<file path="config.mk">
export PLATFORM = sky130hd
export DESIGN_NAME = tiny_evg_flat
export DESIGN_NICKNAME = d
export VERILOG_FILES = /design/src/rtl/tiny_evg_if.sv /design/src/rtl/tiny_evg.sv /design/src/flat_wrapper.sv
export SDC_FILE = /design/constraint.sdc
export NUM_CORES = 1
export LEC_CHECK = 0
export CAP_MARGIN = 5
export CORE_UTILIZATION = 48
export CTS_CLUSTER_DIAMETER = 30
export DETAILED_ROUTE_END_ITERATION = 8
export GPL_TIMING_DRIVEN = 1
export PLACE_DENSITY = 0.8
export SLEW_MARGIN = 30
export SYNTH_ARGS = -nofsm -noshare
export SYNTH_HDL_FRONTEND = slang
export SYNTH_SLANG_ARGS = --single-unit
</file>
<file path="constraint.sdc">
create_clock -name evrTxClk -period 4.7 [get_ports evrTxClk]
set_input_delay 0.705 -clock evrTxClk [delete_from_list [all_inputs] [get_ports evrTxClk]]
set_output_delay 0.705 -clock evrTxClk [all_outputs]
set_load 0.01 [all_outputs]
</file>
<file path="src/rtl/tiny_evg_if.sv">
// User event request handshake and distributed data bus between an event source and tiny_evg.
// The master side presents codes and the dbus byte; tiny_evg is the slave.
`timescale 1ns/1ps
interface tiny_evg_if;
    logic [7:0] evRequestCode;
    logic       evRequestValid;
    logic       evRequestReady;
    logic [7:0] distributedDataBus;

    modport master (
        output evRequestCode,
        output evRequestValid,
        output distributedDataBus,
        input  evRequestReady
    );

    modport slave (
        input  evRequestCode,
        input  evRequestValid,
        input  distributedDataBus,
        output evRequestReady
    );
endinterface

</file>
<file path="src/rtl/tiny_evg.sv">
// Minimal MRF-style event generator: markers, time-of-day shift events, user codes and dbus into 16-bit link words.
// Optional heartbeat event 0x7A is enabled by defining TINY_EVG_HEARTBEAT_EN.
`timescale 1ns/1ps
module tiny_evg #(
    parameter int SECONDS_WIDTH    = 32,
    parameter int SHIFT_SPACING    = 8,
    parameter int COMMA_INTERVAL   = 4,
    parameter int HEARTBEAT_PERIOD = 125000000
) (
    input  logic                     evrTxClk,
    input  logic                     evrTxReset,
    input  logic                     ppsIn,
    input  logic [SECONDS_WIDTH-1:0] secondsIn,
    input  logic                     secondsLoad,
    tiny_evg_if.slave                evReq,
    output logic [15:0]              evrTxWord,
    output logic [1:0]               evrTxCharIsK,
    output logic [SECONDS_WIDTH-1:0] seconds,
    output logic                     shiftOverrun,
    output logic                     reservedDropped
);

    localparam int BIT_W  = (SECONDS_WIDTH > 1) ? $clog2(SECONDS_WIDTH) : 1;
    localparam int SPC_W  = (SHIFT_SPACING > 2) ? $clog2(SHIFT_SPACING) : 1;
    localparam int IDLE_W = $clog2(COMMA_INTERVAL + 1);

    localparam logic [BIT_W-1:0]  BIT_TOP  = BIT_W'(SECONDS_WIDTH - 1);
    localparam logic [SPC_W-1:0]  SPC_TOP  = SPC_W'(SHIFT_SPACING - 1);
    localparam logic [IDLE_W-1:0] IDLE_TOP = IDLE_W'(COMMA_INTERVAL);

    localparam logic [7:0] CODE_IDLE   = 8'h00;
    localparam logic [7:0] CODE_SHIFT0 = 8'h70;
    localparam logic [7:0] CODE_SHIFT1 = 8'h71;
    localparam logic [7:0] CODE_MARKER = 8'h7D;
    localparam logic [7:0] CODE_HEART  = 8'h7A;
    localparam logic [7:0] CODE_COMMA  = 8'hBC;

    typedef enum logic [1:0] {
        ST_WAIT,
        ST_SHIFT,
        ST_DONE
    } evgState_t;

    evgState_t                state;
    logic [BIT_W-1:0]         bitIdx;
    logic [SPC_W-1:0]         spacing;
    logic                     ppsPrev;
    logic                     loadPending;
    logic [SECONDS_WIDTH-1:0] loadValue;
    logic                     holdValid;
    logic [7:0]               holdCode;
    logic                     readyReg;
    logic [IDLE_W-1:0]        idleCount;

    logic                     ppsEdge;
    logic                     shiftDue;
    logic                     hbSend;
    logic                     userSend;
    logic                     idleSlot;
    logic                     accept;
    logic                     reservedCode;
    logic [SECONDS_WIDTH-1:0] nextSeconds;
    logic [7:0]               lowByte;
    logic                     lowIsK;

    assign evReq.evRequestReady = readyReg;

`ifdef TINY_EVG_HEARTBEAT_EN
    localparam int HB_W = (HEARTBEAT_PERIOD > 2) ? $clog2(HEARTBEAT_PERIOD) : 1;
    localparam logic [HB_W-1:0] HB_TOP = HB_W'(HEARTBEAT_PERIOD - 1);

    logic [HB_W-1:0] hbCount;
    logic            hbPending;

    // Free-running period counter; a tick that lands while one heartbeat is still pending merges with it.
    always_ff @(posedge evrTxClk or posedge evrTxReset) begin
        if (evrTxReset) begin
            hbCount   <= '0;
            hbPending <= 1'b0;
        end else if (hbCount == HB_TOP) begin
            hbCount   <= '0;
            hbPending <= 1'b1;
        end else begin
            hbCount <= hbCount + 1'b1;
            if (hbSend) begin
                hbPending <= 1'b0;
            end
        end
    end

    assign hbSend = hbPending && !ppsEdge && !shiftDue;
`else
    // Without the heartbeat, the period parameter has no effect and the slot never fires.
    assign hbSend = (HEARTBEAT_PERIOD < 0);
`endif

    always_comb begin
        ppsEdge      = ppsIn && !ppsPrev;
        shiftDue     = (state == ST_SHIFT) && (spacing == '0) && !ppsEdge;
        userSend     = holdValid && !ppsEdge && !shiftDue && !hbSend;
        idleSlot     = !ppsEdge && !shiftDue && !hbSend && !userSend;
        accept       = evReq.evRequestValid && readyReg;
        reservedCode = (evReq.evRequestCode == CODE_IDLE)   ||
                       (evReq.evRequestCode == CODE_SHIFT0) ||
                       (evReq.evRequestCode == CODE_SHIFT1) ||
                       (evReq.evRequestCode == CODE_MARKER);

        if (secondsLoad) begin
            nextSeconds = secondsIn;
        end else if (loadPending) begin
            nextSeconds = loadValue;
        end else begin
            nextSeconds = seconds + SECONDS_WIDTH'(1);
        end

        lowIsK = 1'b0;
        if (ppsEdge) begin
            lowByte = CODE_MARKER;
        end else if (shiftDue) begin
            lowByte = nextSeconds[bitIdx] ? CODE_SHIFT1 : CODE_SHIFT0;
        end else if (hbSend) begin
            lowByte = CODE_HEART;
        end else if (userSend) begin
            lowByte = holdCode;
        end else if (idleCount == IDLE_TOP) begin
            lowByte = CODE_COMMA;
            lowIsK  = 1'b1;
        end else begin
            lowByte = CODE_IDLE;
        end
    end

    // Slot sequencing, time-of-day state and the user holding register all advance on the same edge.
    always_ff @(posedge evrTxClk or posedge evrTxReset) begin
        if (evrTxReset) begin
            state           <= ST_WAIT;
            bitIdx          <= BIT_TOP;
            spacing         <= SPC_TOP;
            ppsPrev         <= 1'b1;
            loadPending     <= 1'b0;
            loadValue       <= '0;
            holdValid       <= 1'b0;
            holdCode        <= 8'h00;
            readyReg        <= 1'b1;
            idleCount       <= '0;
            evrTxWord       <= 16'h00BC;
            evrTxCharIsK    <= 2'b01;
            seconds         <= '0;
            shiftOverrun    <= 1'b0;
            reservedDropped <= 1'b0;
        end else begin
            ppsPrev         <= ppsIn;
            evrTxWord       <= {evReq.distributedDataBus, lowByte};
            evrTxCharIsK    <= {1'b0, lowIsK};
            shiftOverrun    <= ppsEdge && (state == ST_SHIFT);
            reservedDropped <= accept && reservedCode;

            if (ppsEdge) begin
                seconds     <= nextSeconds;
                loadPending <= 1'b0;
            end else if (secondsLoad) begin
                loadPending <= 1'b1;
                loadValue   <= secondsIn;
            end

            if (idleSlot) begin
                idleCount <= (idleCount == IDLE_TOP) ? '0 : idleCount + 1'b1;
            end

            if (userSend) begin
                holdValid <= 1'b0;
                readyReg  <= 1'b1;
            end else if (accept && !reservedCode) begin
                holdValid <= 1'b1;
                holdCode  <= evReq.evRequestCode;
                readyReg  <= 1'b0;
            end

            // A marker always restarts the shift sequence for the new second, even mid-sequence.
            if (ppsEdge) begin
                state   <= ST_SHIFT;
                bitIdx  <= BIT_TOP;
                spacing <= SPC_TOP;
            end else begin
                case (state)
                    ST_SHIFT: begin
                        if (spacing == '0) begin
                            spacing <= SPC_TOP;
                            if (bitIdx == '0) begin
                                state <= ST_DONE;
                            end else begin
                                bitIdx <= bitIdx - 1'b1;
                            end
                        end else begin
                            spacing <= spacing - 1'b1;
                        end
                    end
                    default: begin
                    end
                endcase
            end
        end
    end

endmodule
</file>
<file path="src/flat_wrapper.sv">
// flat-port wrapper written by rule: the top's interface ports become plain ports
module tiny_evg_flat 
#(
    parameter int SECONDS_WIDTH    = 32,
    parameter int SHIFT_SPACING    = 8,
    parameter int COMMA_INTERVAL   = 4,
    parameter int HEARTBEAT_PERIOD = 125000000
)
  (evrTxClk, evrTxReset, ppsIn, secondsIn, secondsLoad, evrTxWord, evrTxCharIsK, seconds, shiftOverrun, reservedDropped, evReq_evRequestCode, evReq_evRequestValid, evReq_distributedDataBus, evReq_evRequestReady);
  tiny_evg_if evReq_i ();
  input  logic evrTxClk;
  input  logic evrTxReset;
  input  logic ppsIn;
  input  logic [SECONDS_WIDTH-1:0] secondsIn;
  input  logic secondsLoad;
  output logic [15:0] evrTxWord;
  output logic [1:0] evrTxCharIsK;
  output logic [SECONDS_WIDTH-1:0] seconds;
  output logic shiftOverrun;
  output logic reservedDropped;
  input wire logic [$bits(evReq_i.evRequestCode)-1:0] evReq_evRequestCode;
  input wire logic [$bits(evReq_i.evRequestValid)-1:0] evReq_evRequestValid;
  input wire logic [$bits(evReq_i.distributedDataBus)-1:0] evReq_distributedDataBus;
  output wire logic [$bits(evReq_i.evRequestReady)-1:0] evReq_evRequestReady;
  assign evReq_i.evRequestCode = evReq_evRequestCode;
  assign evReq_i.evRequestValid = evReq_evRequestValid;
  assign evReq_i.distributedDataBus = evReq_distributedDataBus;
  assign evReq_evRequestReady = evReq_i.evRequestReady;
  tiny_evg #(.SECONDS_WIDTH(SECONDS_WIDTH), .SHIFT_SPACING(SHIFT_SPACING), .COMMA_INTERVAL(COMMA_INTERVAL), .HEARTBEAT_PERIOD(HEARTBEAT_PERIOD)) u_core (.evrTxClk(evrTxClk), .evrTxReset(evrTxReset), .ppsIn(ppsIn), .secondsIn(secondsIn), .secondsLoad(secondsLoad), .evReq(evReq_i), .evrTxWord(evrTxWord), .evrTxCharIsK(evrTxCharIsK), .seconds(seconds), .shiftOverrun(shiftOverrun), .reservedDropped(reservedDropped));
endmodule
</file>
* Word-level counts from Yosys, hierarchy flattened
Index checks and enable logic that the tools add are counted.
Widths: inputs -> output; s select.
** Operators by class
- $add $sub $neg :: 4
- Bitwise logic cells :: 2
- Reductions and logical operators :: 31
- Divide/modulo/power cells :: 0
- Mux-type cells :: 31
- $mul :: 0
- Order comparisons :: 1
- Shift operators :: 0
- Eq/ne operators :: 6
** Operators with widths (number)
- $mux 32 :: 2
- $add 32x1->32 const B :: 1
- $mux 8 :: 4
- $eq 8x7->1 const B :: 3
- $mux 5 :: 4
- $mux 1 :: 12
- $mux 3 :: 4
- $logic_and 1x1->1 :: 11
- $reduce_bool 2->1 :: 5
- $logic_not 8->1 :: 1
- $mux 2 :: 4
- $lt 5x6->1 const B :: 1
- $reduce_and 3->1 :: 2
- $bmux 1 s5 :: 1
- $logic_not 1->1 :: 5
- $logic_not 5->1 :: 1
- $sub 5x1->5 const B :: 1
- $reduce_and 2->1 :: 2
- $add 3x1->3 const B :: 1
- $eq 3x3->1 const B :: 1
- $logic_not 3->1 :: 1
- $logic_or 1x1->1 :: 3
- $sub 3x1->3 const B :: 1
- $eq 2x1->1 const B :: 1
- other kinds (2) :: 3
** Word-level totals
- Bits in registers :: 108
- Word-level logic and storage cells :: 90
- ROM bits :: 0
- Bits in latches :: 0
- Memories kept :: 0
- Memory bits (writable) :: 0

* Depth between registers and ports, before layout
- Depth in word-level cells :: 9
- Gate-level depth with buffers :: 11
- Depth with buffers taken out :: 9

* Worst setup path before layout
Ideal clock, no wire load.
- Kind :: reg-to-reg
- Start :: register u_core.seconds[0]
- End :: register u_core.evrTxWord[0]
- Setup time :: 82 ps
- Path slack :: 2008 ps
- Path buffers :: 1
- Clock period less this slack :: 2692 ps
- Cell stages (with the launch flop) :: 11
- Required time :: 4618 ps
- Arrival :: 2610 ps
- Path through :: dfrtp_1 ha_1 nand3_2 or4_4 buf_6 or4_1 a31oi_1 nor2_1 a211oi_2 a21boi_1 a31oi_1
** Between the ends
- Cells in the longest elaborated chain, start to end :: 8
** Ends and longest elaborated chain
- from (decl) :: line tiny_evg.sv:18 : output logic [SECONDS_WIDTH-1:0] seconds,
- from (signal assigned) :: line tiny_evg.sv:159 : seconds <= nextSeconds;
- $add 32x1->32 :: line tiny_evg.sv:113 : nextSeconds = seconds + SECONDS_WIDTH'(1);
- $mux 32 :: line tiny_evg.sv:110 : end else if (loadPending) begin
- $mux 32 :: line tiny_evg.sv:108 : if (secondsLoad) begin
- $bmux 1 s5 :: line tiny_evg.sv:120 : lowByte = nextSeconds[bitIdx] ? CODE_SHIFT1 : CODE_SHIFT0;
- $mux 1 (implied by the code) :: line tiny_evg.sv:120
- $mux 1 :: line tiny_evg.sv:120
- $mux 8 :: line tiny_evg.sv:119 : end else if (shiftDue) begin
- $mux 8 :: line tiny_evg.sv:117 : if (ppsEdge) begin
- net u_core.lowByte[0] :: line tiny_evg.sv:63 : logic [7:0] lowByte;
- to (signal assigned) :: line tiny_evg.sv:153 : evrTxWord <= {evReq.distributedDataBus, lowByte};
- to (decl) :: line tiny_evg.sv:16 : output logic [15:0] evrTxWord,
The timed path passes the listed nets, and every way through them passes these cells. The select of a mux whose other input is x is not followed.
A chain may end at the register's enable or synchronous reset.

* Final worst setup path
- Start :: register u_core.seconds[2]
- End :: register u_core.evrTxWord[0]
Same word-level chain as after synthesis.

==> results.md <==
- Clock root buffer: clkbuf_16
- Critical path class: reg -> reg
- Number of synthesized flops with an enable pin: 0
- Worst path buffer plus inverter count: 0
- Utilization after layout: 0.614
- Clk slew on worst S/H paths: 0.08 ns
- Ratio of cells with drive above 1 in the final layout: 0.140
- Die H: 112 µm
- Slew margin rel.: 0.392
- Clk sink count: around 110
- Per-cell routed wire length: a little under 20 µm
- CTS buffer count: 9
- Via count: 5,137
- FF-to-FF setup slack: 1.60 ns
- DRT antenna net count: 0
- Crit path capture type: flip-flop
- Prevailing post-synth register cell: dfrtp_1
- Syn Std Cell Area: 5800 µm²
- Buffers added on ports: about 100
- Mapped Cells: between 500 and 600
- Yosys top cell area share: 0.397
- Syn Nets: between 600 and 700
- Hold WC Path Type: reg -> reg
- IR drop worst, VDD: roughly 0.34 mV
- Final setup fails: 0
- Crit path time final: about 3.1 ns
- DRT Wirelength: between 15,000 and 20,000 µm
- Final Max Tran Viols: 0
- First-pass DRT Iterations: 9
- Initial DRC Count: between 400 and 500
- # DRC: 6
- Vias in the first global route: 5,074
- Initial antenna violation count: 0
- Most common cell after layout, fill and taps aside: clkdlybuf4s50_1
- Die Width: 112 µm
- Unrepaired setup endpoints after global routing: false
- CTS tree: built
- Worst hold margin: 0.498 ns
- Worst Setup Start Kind: flip-flop
- Sequential-to-total area share from yosys stat: 0.469
- Metal3 WL: about 1200 µm
- Slew @ Worst Pin: around 0.9 ns
- Crit path DAT: approximately 3.3 ns
- DR vias/cell: between 6 and 7
- Synth top area cells: dfrtp_1, mux2_2, dfstp_2, nand2_1, o21ai_0
- Failing checks: DRC
- Area grow syn2layout: 22.8%
- All-Layer GR Usage: 0.261
- Hold_buf cts: 0
- Setup TNS: 0 ns
- Post-CTS Resized: 0
- Outcome: finished with violations
- Worst-case clock buffer depth: 2
- Pre-CTS setup slack: approximately 1.5 ns
- Clock Skew: just under 0.008 ns
- Met2 wire length: slightly below 8000 µm
- Critical-path top delay cell: or4_1
- Max Cap Viol: 0
- Syn Area/Cell: approximately 10 µm²
- Setup WS post-layout: 1.60 ns
- Lkg Pwr: approximately 2.8 nW
- Dominant cell type by area after synthesis: dfrtp_1
- Fillers: between 900 and 1k
- Yosys warns: 0
- Crit-path leading delay family: simple AND/OR/NAND/NOR gates
- IO Count: around 110
- Area of the die: roughly 13,000 µm²
- Max Used Layer: met4
- Req. time, crit path: 4.93 ns
- Placed Area: between 6000 and 7000 µm²
- H-tree depth: 3
- CP cell instances: nand4_1 > or4_1 > o311a_1 > nor3_1 > a32oi_1 > nand4b_1 > a21boi_1 > a31oi_1
- Site Rows: 39
- Worst-Skew Late Latency: roughly 0.36 ns
- Netlist cell types: 74
- Final Cycle Share: 0.659
- Fraction of registers with async set/reset: 1.00
- Fmax: between 0.3 and 0.4 GHz
- Most frequent cells in the layout: clkdlybuf4s50_1, dfrtp_1, nand2_1
- Net count, final: 732
- Yosys reg bits: 108
- WL met1: 6350 µm
- Global route overflow: 0
- Global-route wire length before repair: ~26,000 µm
- # Post-CTS Setup Buffers: 0
- HPWL Detailed: roughly 11,000 µm
- Number of inserted diodes: 0
- Pin count of the biggest net entering global routing: approximately 90
- Max FO, Critical Path: 8
- Post-route cell area: approximately 7100 µm²
- Critical path's largest stage delay: just under 0.8 ns
- GPL Wtd Cong: approximately 0.92
- Pwr dens: around 400 nW/µm²
- Placeable Area: 11,600 µm²
- Initial core utilization: 0.500
- Final hold viol count: 0
final timing paths:
path	from	cells past startpoint	endpoint
worst max-delay path	u_core.seconds[2]$_DFFE_PP0P_	8	u_core.evrTxWord[0]$_DFF_PP0_
worst min-delay path	u_core.state[1]$_DFFE_PP0P_	2	u_core.state[1]$_DFFE_PP0P_
worst max register to register	u_core.seconds[2]$_DFFE_PP0P_	8	u_core.evrTxWord[0]$_DFF_PP0_
worst min register to register	u_core.state[1]$_DFFE_PP0P_	2	u_core.state[1]$_DFFE_PP0P_
max in group asynchronous	evrTxReset	3	u_core.loadValue[8]$_DFFE_PP0P_
min in group asynchronous	evrTxReset	2	u_core.holdCode[6]$_DFFE_PP0P_
stage by stage:
stage                     total power [mW]  cells
after CTS                             2.88    820
after floorplan                       1.76    589
after detailed placement              2.13    804
after global routing                  3.01    820
final                                 2.87    820
after global placement                2.09    804
power breakdown:
group | internal [mW] | total [mW] | switching, mW
combinational | 0.408 | 0.798 | 0.390
sequential | 1.14 | 1.33 | 0.188
clock | 0.368 | 0.738 | 0.370
total | 1.92 | 2.87 | 0.948
logic make-up after synthesis:
group,share of synthesized area
buffers and inverters,0.0526
DFF,0.469
adders and majority gates,0.0151
muxes,0.0808
xor gates and xnor gates,0.0317
AOI/OAI and AO/OA,0.167
and+or+nand+nor,0.183
other,0.000646
cell usage after synthesis, drive strengths merged, types with 8 or more instances:
cell type   n
nor4       10
nand4      11
a211oi     12
nor2       37
inv        14
nor3       13
and3        8
dfstp      16
a21oi      19
nand2      83
xnor2      16
nand3      15
a31oi      11
clkbuf     32
mux2       39
o21ai      36
dfrtp      92
tightest hold or removal path: stages (launching register included):
cell and delay [ns]:
dfrtp_1 0.35, a21oi_1 0.04, nor2_1 0.07
layout make-up:
type	instances	area (µm²)	share of cell area
Tap cell	143	179	0.0251
Clock inverter	7	60.1	0.00843
Clock buffer	9	225	0.0316
Inverter	17	68.8	0.00965
Sequential cell	108	2720	0.382
Multi-Input combinational cell	425	2780	0.390
Timing Repair Buffer	111	1090	0.153
routing by layer:
layer | GRT usage | up-vias
met5 | 0 | -
met4 | 0.103 | 0
met3 | 0.0626 | 39
met2 | 0.440 | 248
met1 | 0.324 | 2529
li1 | - | 2321
registers in the layout, indices dropped and copies added (netlist names):
| register | cells |
|---|---|
| u_core.holdCode | 8 |
| u_core.shiftOverrun | 1 |
| u_core.state | 2 |
| u_core.seconds | 32 |
| u_core.loadPending | 1 |
| u_core.evrTxWord | 16 |
| u_core.spacing | 3 |
| u_core.holdValid | 1 |
| u_core.ppsPrev | 1 |
| u_core.evReq.evRequestReady | 1 |
| u_core.loadValue | 32 |
| u_core.evrTxCharIsK | 1 |
| u_core.bitIdx | 5 |
| u_core.idleCount | 3 |
| u_core.reservedDropped | 1 |
Note: power is estimated with default switching activity, not from simulation.
